--- src/rtl/custom_types.sv ---
// Shared types for the 4-bit CPU program store: instruction word layout,
// store FSM states and memory depth.
package custom_types;

    localparam int IMEM_DEPTH = 16;

    typedef struct packed {
        logic [3:0] opcode;
        logic [3:0] operand;
    } instruction_t;

    typedef enum logic [2:0] {
        EMPTY,
        LOAD,
        CHECK,
        RUN,
        ERROR
    } store_state_t;

endpackage

--- src/rtl/imem_16x.sv ---
// 16-entry instruction register file: one synchronous write port, async read,
// async clear to zero, and a one-cycle clear of every entry at or above clear_from.
module imem_16x
    import custom_types::*;
(
    input  logic         clk,
    input  logic         rst,
    input  logic         we,
    input  logic [3:0]   waddr,
    input  instruction_t wdata,
    input  logic         clear_en,
    input  logic [4:0]   clear_from,
    input  logic [3:0]   raddr,
    output instruction_t rdata
);

    instruction_t r_mem [IMEM_DEPTH];

    // clear_en wins over a write to the same entry
    always_ff @(posedge clk or posedge rst) begin
        if (rst) begin
            for (int i = 0; i < IMEM_DEPTH; i++) begin
                r_mem[i] <= '0;
            end
        end else begin
            for (int i = 0; i < IMEM_DEPTH; i++) begin
                if (clear_en && (5'(i) >= clear_from)) begin
                    r_mem[i] <= '0;
                end else if (we && (waddr == 4'(i))) begin
                    r_mem[i] <= wdata;
                end
            end
        end
    end

    assign rdata = r_mem[raddr];

endmodule

--- src/rtl/instruction_store.sv ---
// Program store in front of the 4-bit CPU: loads LOAD_WORDS words plus an XOR
// checksum over a valid/ready stream and releases the CPU only after a good load.
module instruction_store
    import custom_types::*;
#(
    parameter int INSTR_W    = 8,
    parameter int LOAD_WORDS = 16
) (
    input  logic               clk,
    input  logic               reset,
    input  logic               load_start,
    input  logic               load_valid,
    input  logic [INSTR_W-1:0] load_data,
    output logic               load_ready,
    input  logic [3:0]         fetch_addr,
    output instruction_t       instruction,
    output logic               cpu_reset,
    output logic               running,
    output logic               load_error,
    output store_state_t       dbg_state
);

    // Handshake: a word transfers on a rising edge where load_valid && load_ready.
    // load_ready is a registered function of state only; load_start overrides it.

    store_state_t       r_state;
    logic [3:0]         r_wptr;
    logic [INSTR_W-1:0] r_csum;
    logic               r_load_ready;
    logic               r_cpu_reset;
    logic               r_running;
    logic               r_load_error;

    store_state_t       w_next_state;
    logic [3:0]         w_next_wptr;
    logic [INSTR_W-1:0] w_next_csum;
    logic               w_accept;
    logic               w_we;
    logic               w_clear;

    assign w_accept = load_valid && r_load_ready;

    always_comb begin
        w_next_state = r_state;
        w_next_wptr  = r_wptr;
        w_next_csum  = r_csum;
        w_we         = 1'b0;
        w_clear      = 1'b0;
        if (load_start) begin
            w_next_state = LOAD;
            w_next_wptr  = '0;
            w_next_csum  = '0;
            w_clear      = 1'b1;
        end else begin
            case (r_state)
                LOAD: begin
                    if (w_accept) begin
                        w_we        = 1'b1;
                        w_next_csum = r_csum ^ load_data;
                        w_next_wptr = r_wptr + 4'd1;
                        if (r_wptr == 4'(LOAD_WORDS - 1)) begin
                            w_next_state = CHECK;
                        end
                    end
                end
                CHECK: begin
                    if (w_accept) begin
                        w_next_state = (load_data == r_csum) ? RUN : ERROR;
                    end
                end
                default: ;
            endcase
        end
    end

    // Outputs are decoded from the next state so they change on the same edge as state.
    always_ff @(posedge clk or posedge reset) begin
        if (reset) begin
            r_state      <= EMPTY;
            r_wptr       <= '0;
            r_csum       <= '0;
            r_load_ready <= 1'b0;
            r_cpu_reset  <= 1'b1;
            r_running    <= 1'b0;
            r_load_error <= 1'b0;
        end else begin
            r_state      <= w_next_state;
            r_wptr       <= w_next_wptr;
            r_csum       <= w_next_csum;
            r_load_ready <= (w_next_state == LOAD) || (w_next_state == CHECK);
            r_cpu_reset  <= (w_next_state != RUN);
            r_running    <= (w_next_state == RUN);
            r_load_error <= (w_next_state == ERROR);
        end
    end

    imem_16x u_imem (
        .clk        (clk),
        .rst        (reset),
        .we         (w_we),
        .waddr      (r_wptr),
        .wdata      (instruction_t'(load_data)),
        .clear_en   (w_clear),
        .clear_from (5'(LOAD_WORDS)),
        .raddr      (fetch_addr),
        .rdata      (instruction)
    );

    assign load_ready = r_load_ready;
    assign cpu_reset  = r_cpu_reset;
    assign running    = r_running;
    assign load_error = r_load_error;
    assign dbg_state  = r_state;

endmodule

--- config.mk ---
export PLATFORM = sky130hd
export DESIGN_NAME = instruction_store
export DESIGN_NICKNAME = d
export VERILOG_FILES = /design/src/rtl/custom_types.sv /design/src/rtl/imem_16x.sv /design/src/rtl/instruction_store.sv
export SDC_FILE = /design/constraint.sdc
export NUM_CORES = 1
export LEC_CHECK = 0
export BUFFER_PORTS_ARGS = -buffer_cell sky130_fd_sc_hd__buf_4
export CAP_MARGIN = 10
export CORE_MARGIN = 2
export CORE_UTILIZATION = 62
export CTS_CLUSTER_SIZE = 40
export DETAILED_ROUTE_END_ITERATION = 12
export GPL_ROUTABILITY_DRIVEN = 0
export PLACE_DENSITY_LB_ADDON = 0.12
export SLEW_MARGIN = 20
export SYNTH_ARGS = -nofsm -noshare
export SYNTH_HDL_FRONTEND = slang
export SYNTH_SLANG_ARGS = --single-unit
--- constraint.sdc ---
create_clock -name clk -period 6.85 [get_ports clk]
set_input_delay 1.37 -clock clk [delete_from_list [all_inputs] [get_ports clk]]
set_output_delay 1.37 -clock clk [all_outputs]
set_load 0.05 [all_outputs]
# After elaboration in Yosys (flattened, before gate mapping)

Cells that the tools add are included.

Equal/unequal tests: 23
Muxes and demuxes: 18
Bitwise gates (word level): 2
Reductions and logical operators: 22
Order comparisons: 1
$add $sub $neg: 1

Operators with widths:

| cell                  | number |
|---|---|
| $mux W8               | 5 |
| $bmux W8 S4           | 1 |
| $eq A4 B4 Y1 const B  | 8 |
| $logic_and A1 B1 Y1   | 17 |
| $eq A4 B3 Y1 const B  | 4 |
| $mux W3               | 5 |
| $mux W4               | 3 |
| $eq A3 B2 Y1 const B  | 3 |
| $eq A4 B2 Y1 const B  | 2 |
| $eq A8 B8 Y1          | 1 |
| $xor A8 B8 Y8         | 1 |
| $eq A3 B1 Y1 const B  | 2 |
| $pmux W3 S2           | 1 |
| $ge A5 B5 Y1 const B  | 1 |
| $not A4 Y5            | 1 |
| $add A4 B1 Y4 const B | 1 |
| $eq A4 B1 Y1 const B  | 1 |
| $logic_not A4 Y1      | 1 |
| $reduce_bool A2 Y1    | 2 |
| $eq A3 B3 Y1 const B  | 1 |
| $mux W1               | 3 |
| $ne A3 B2 Y1 const B  | 1 |
| $reduce_and A2 Y1     | 1 |
| $logic_or A1 B1 Y1    | 1 |

Output and inout port bits: 15
Bits in registers: 147
Word-level logic and storage cells: 106
Input bits: 16

# Depth between registers and ports, before layout

Depth in word-level cells: 7
Mapped depth: 7
Mapped depth without buffers: 5

# Hierarchy

Synthesis repeated with hierarchy kept, for this count alone.

Cell total of the unflattened synthesis: 799
Area total of the unflattened synthesis: 7875.1 sq um

Modules (own cells, without submodules):

| module            | instances | area an instance (sq um) | cells each |
|---|---|---|---|
| imem_16x          | 1         | 6762.7                   | 697 |
| instruction_store | 1         | 1112.3                   | 102 |

# Worst setup path after synthesis

No wires, ideal clock.

Path type: input-to-output
From: input fetch_addr[0]
To: output instruction[1] (netlist name)
Path slack: 2.664 ns
Data required time: 5.480 ns
Stages on the path: 5
Arrival: 2.816 ns
Cells stage by stage: buf_2 -> buf_2 -> mux4_2 -> a22oi_1 -> nand2_1

RTL lines:

| element         | RTL line                | text |
|---|---|---|
| start, declared | instruction_store.sv:15 | `input logic [3:0] fetch_addr,` |
| end, declared   | instruction_store.sv:16 | `output instruction_t instruction,` |

==> out/metrics.cfg <==
[clocking]
numCtsBuffers=17
clk_pin_slew_ns=0.05
clk_latency_ns=0.42
ctsResizeCount=0
htree_levels=4
clock-sinks=147
cts_tree=yes
root_buffer=clkbuf_16
cts_max_path_buffers=2
post_cts_buffers=0
holdBufCountCts=0

[global_routing]
grt_max_degree=88
antenna_found_initial=0
first_global_vias=4229
grt_pass1_wl_mm=24.27
grt_util_all_layers_pct=26.35
gr-total-overflow=0

[worst_setup_path]
crit_family=buffers and inverters
critPathSlowestCell=mux4_2
max_stage_delay_ns=0.57
crit_top_cell=buf_4
crit_type=in -> out
cp_num_buf_inv=2
crit_chain=buf_4 > mux4_2 > a22oi_1 > nand2_1 > buf_4
cp.arrival_ns=2.97
cp.required_ns=5.48
start_kind=primary input
crit_fanout=32
end_kind=output port

[sta]
slew_viol_final=0
setup_viol_count_final=0
fmax_mhz=230.5
setup_ws_ns=2.511
worstMarginPinSlew_ns=0.9122
rsz0062_at_grt=no
max_slew_margin_pct=39.06
period_needed_ns=4.339
hold_viol=0
final.setup.tns_ns=0
skew_ns=0.005001
finalCritPeriodShare_pct=63.34

[yosys]
synth_top_cell_area_share_pct=51.23
synth_edf_count=0
yosysTopAreaCell=dfrtp_1
synthTopCellsByArea=dfrtp_1 (51%), mux2_2 (17%), mux4_2 (10%)
syn_area_per_cell_um2=14.98
ys_seq_elements=147
yosysSeqAreaShare_pct=51.60
synth_cell_types=42
synthArstFlopShare_pct=100.0
netlist_area_um2=7132
syn_inst=476
ys_warn_count=0
ys_dominant_reg_cell=dfrtp_1
syn_nets=496

[die]
die_w_um=111.3
die-height_um=111.3
rows=39
die_area_um2=12380
start_util_pct=63.00
io_pins=31
coreArea_um2=11320

[cells_and_area]
n_antenna_cell=0
synthToLayoutAreaGrowth_pct=12.26
fillers=762
drive_gt1_share_pct=48.11
nets=510

[pwr]
p_leak_nw=3.841
power_density_nw_per_um2=272.6
p_int_w=0.001691
p_clk_share_pct=45.2
p_sw_w=0.0004917
p_comb_share_pct=10.2
seq_power_share_pct=44.6
swShare_pct=22.52
ir_drop_mv=0.3448

[drt]
firstDrtPassIters=4
antenna_left=0
wire_per_inst_um=22.54
viasPerCell=6.243
via_count=4033
wirelength_mm=14.56
drc=0
drt_iter0_markers=319

[place]
pre_cts_ws_ns=2.496
numPortBuffers=30
hpwl_mm=9.226

[run]
cap_viol_max_count=0

[status]
status=finished, final reports clean

[worst_hold_path]
min_path_type=reg -> reg

-- path summary, 6_finish.rpt --
| path | from | end | slack, ns | depth (start not counted) |
|---|---|---|---|---|
| max | fetch_addr[0] | instruction[3] | 2.51 | 5 |
| max in group asynchronous | reset | u_imem.r_mem[54]$_DFFE_PP0P_ | 4.49 | 3 |
| min | u_imem.r_mem[54]$_DFFE_PP0P_ | u_imem.r_mem[54]$_DFFE_PP0P_ | 0.49 | 1 |
| min reg2reg | u_imem.r_mem[54]$_DFFE_PP0P_ | u_imem.r_mem[54]$_DFFE_PP0P_ | 0.49 | 1 |
| max reg2reg | dbg_state[2]$_DFF_PP0_ | u_imem.r_mem[52]$_DFFE_PP0P_ | 4.31 | 4 |
| min in group asynchronous | reset | u_imem.r_mem[116]$_DFFE_PP0P_ | 1.10 | 2 |
-- Yosys cell counts (all sizes together) (2+ instances only) --
master,instances
ha,4
nand2,13
xor2,9
buf,21
a21oi,3
nand3,15
xnor2,10
a22oi,17
mux2,128
nor2b,2
nand4,3
nor2,28
nand2b,3
inv,5
dfrtp,146
nor3,3
mux4,32
nand4b,4
clkbuf,15
a211oi,2
-- worst reg2reg max path, stage by stage, from the launching register on --
cell	delay (ns)
dfrtp_1	0.45
and3b_1	0.85
nand4b_4	0.30
nor2_4	0.44
mux2_2	0.39
-- final cells by class --
class	instances	area (µm²)	area share (%)
well taps	143	178.9	2.235
clock inverters	10	152.6	1.907
repair buffers	31	232.7	2.907
clock buffers	22	484.2	6.048
multi-input cells	288	3254	40.65
inverters	5	23.77	0.2969
flip-flops and latches	147	3680	45.96
-- power by group through the flow --
stage	clock [W]	combinational, W	sequential, W
3_5_place_dp	0	0.000225	0.000988
6_report	0.000986	0.000223	0.000974
5_1_grt	0.00105	0.000244	0.000982
4_1_cts	0.00101	0.000226	0.000973
3_3_place_gp	0	0.000217	0.000986
2_1_floorplan	0	0.000182	0.000974
-- cell usage in the layout, fill, tap and decap left out, drive strengths merged, types with 9 or more instances in the layout --
cell,synthesis,layout
a22oi,17,17
buf,21,31
clkbuf,15,22
dfrtp,146,146
mux2,128,128
mux4,32,32
nand2,13,13
nand3,15,15
nor2,28,28
xnor2,10,10
xor2,9,9
-- kinds of logic (layout without fill, tap and decap cells) --
| logic type | count (synthesis) | in the layout | synth area share (%) |
|---|---|---|---|
| xor+xnor | 19 | 19 | 2.333 |
| mux | 160 | 160 | 31.16 |
| buf+inv | 41 | 68 | 2.772 |
| flops | 147 | 147 | 51.60 |
| simple gates | 76 | 76 | 8.404 |
| fa+ha+maj | 4 | 4 | 0.7018 |
| compound gates | 29 | 29 | 3.035 |
-- sequential cells by signal, summed over array words and instances (netlist names) --
name and count:
load_error 1, load_ready 1, u_imem.r_mem 128, dbg_state 3, cpu_reset 1, running 1, r_csum 8, r_wptr 4
-- metal layers --
metal / share of wire [%] / wire (µm) / global-route usage [%]
met1: 46 / 6656 / 38.56
met2: 48 / 7014 / 39.19
met3: 4.8 / 696 / 7.053
met4: 1.3 / 192 / 8.148
met5: 0 / 0 / 0
-- stage by stage --
stage | area, µm² | std cells | total power, W | utilization [%] | hold WS, ns
floorplan | 7132 | 476 | 0.001156 | - | 0.4532
global placement | 7370 | 614 | 0.001203 | 65.10 | 0.4646
detailed placement | 7370 | 614 | 0.001213 | 65.10 | 0.4785
CTS | 8006 | 646 | 0.002205 | 70.72 | 0.4908
global route | 8006 | 646 | 0.002274 | 70.72 | 0.5109
finish | 8006 | 646 | 0.002183 | 70.72 | 0.4894
Note: power is estimated with default switching activity, not from simulation.
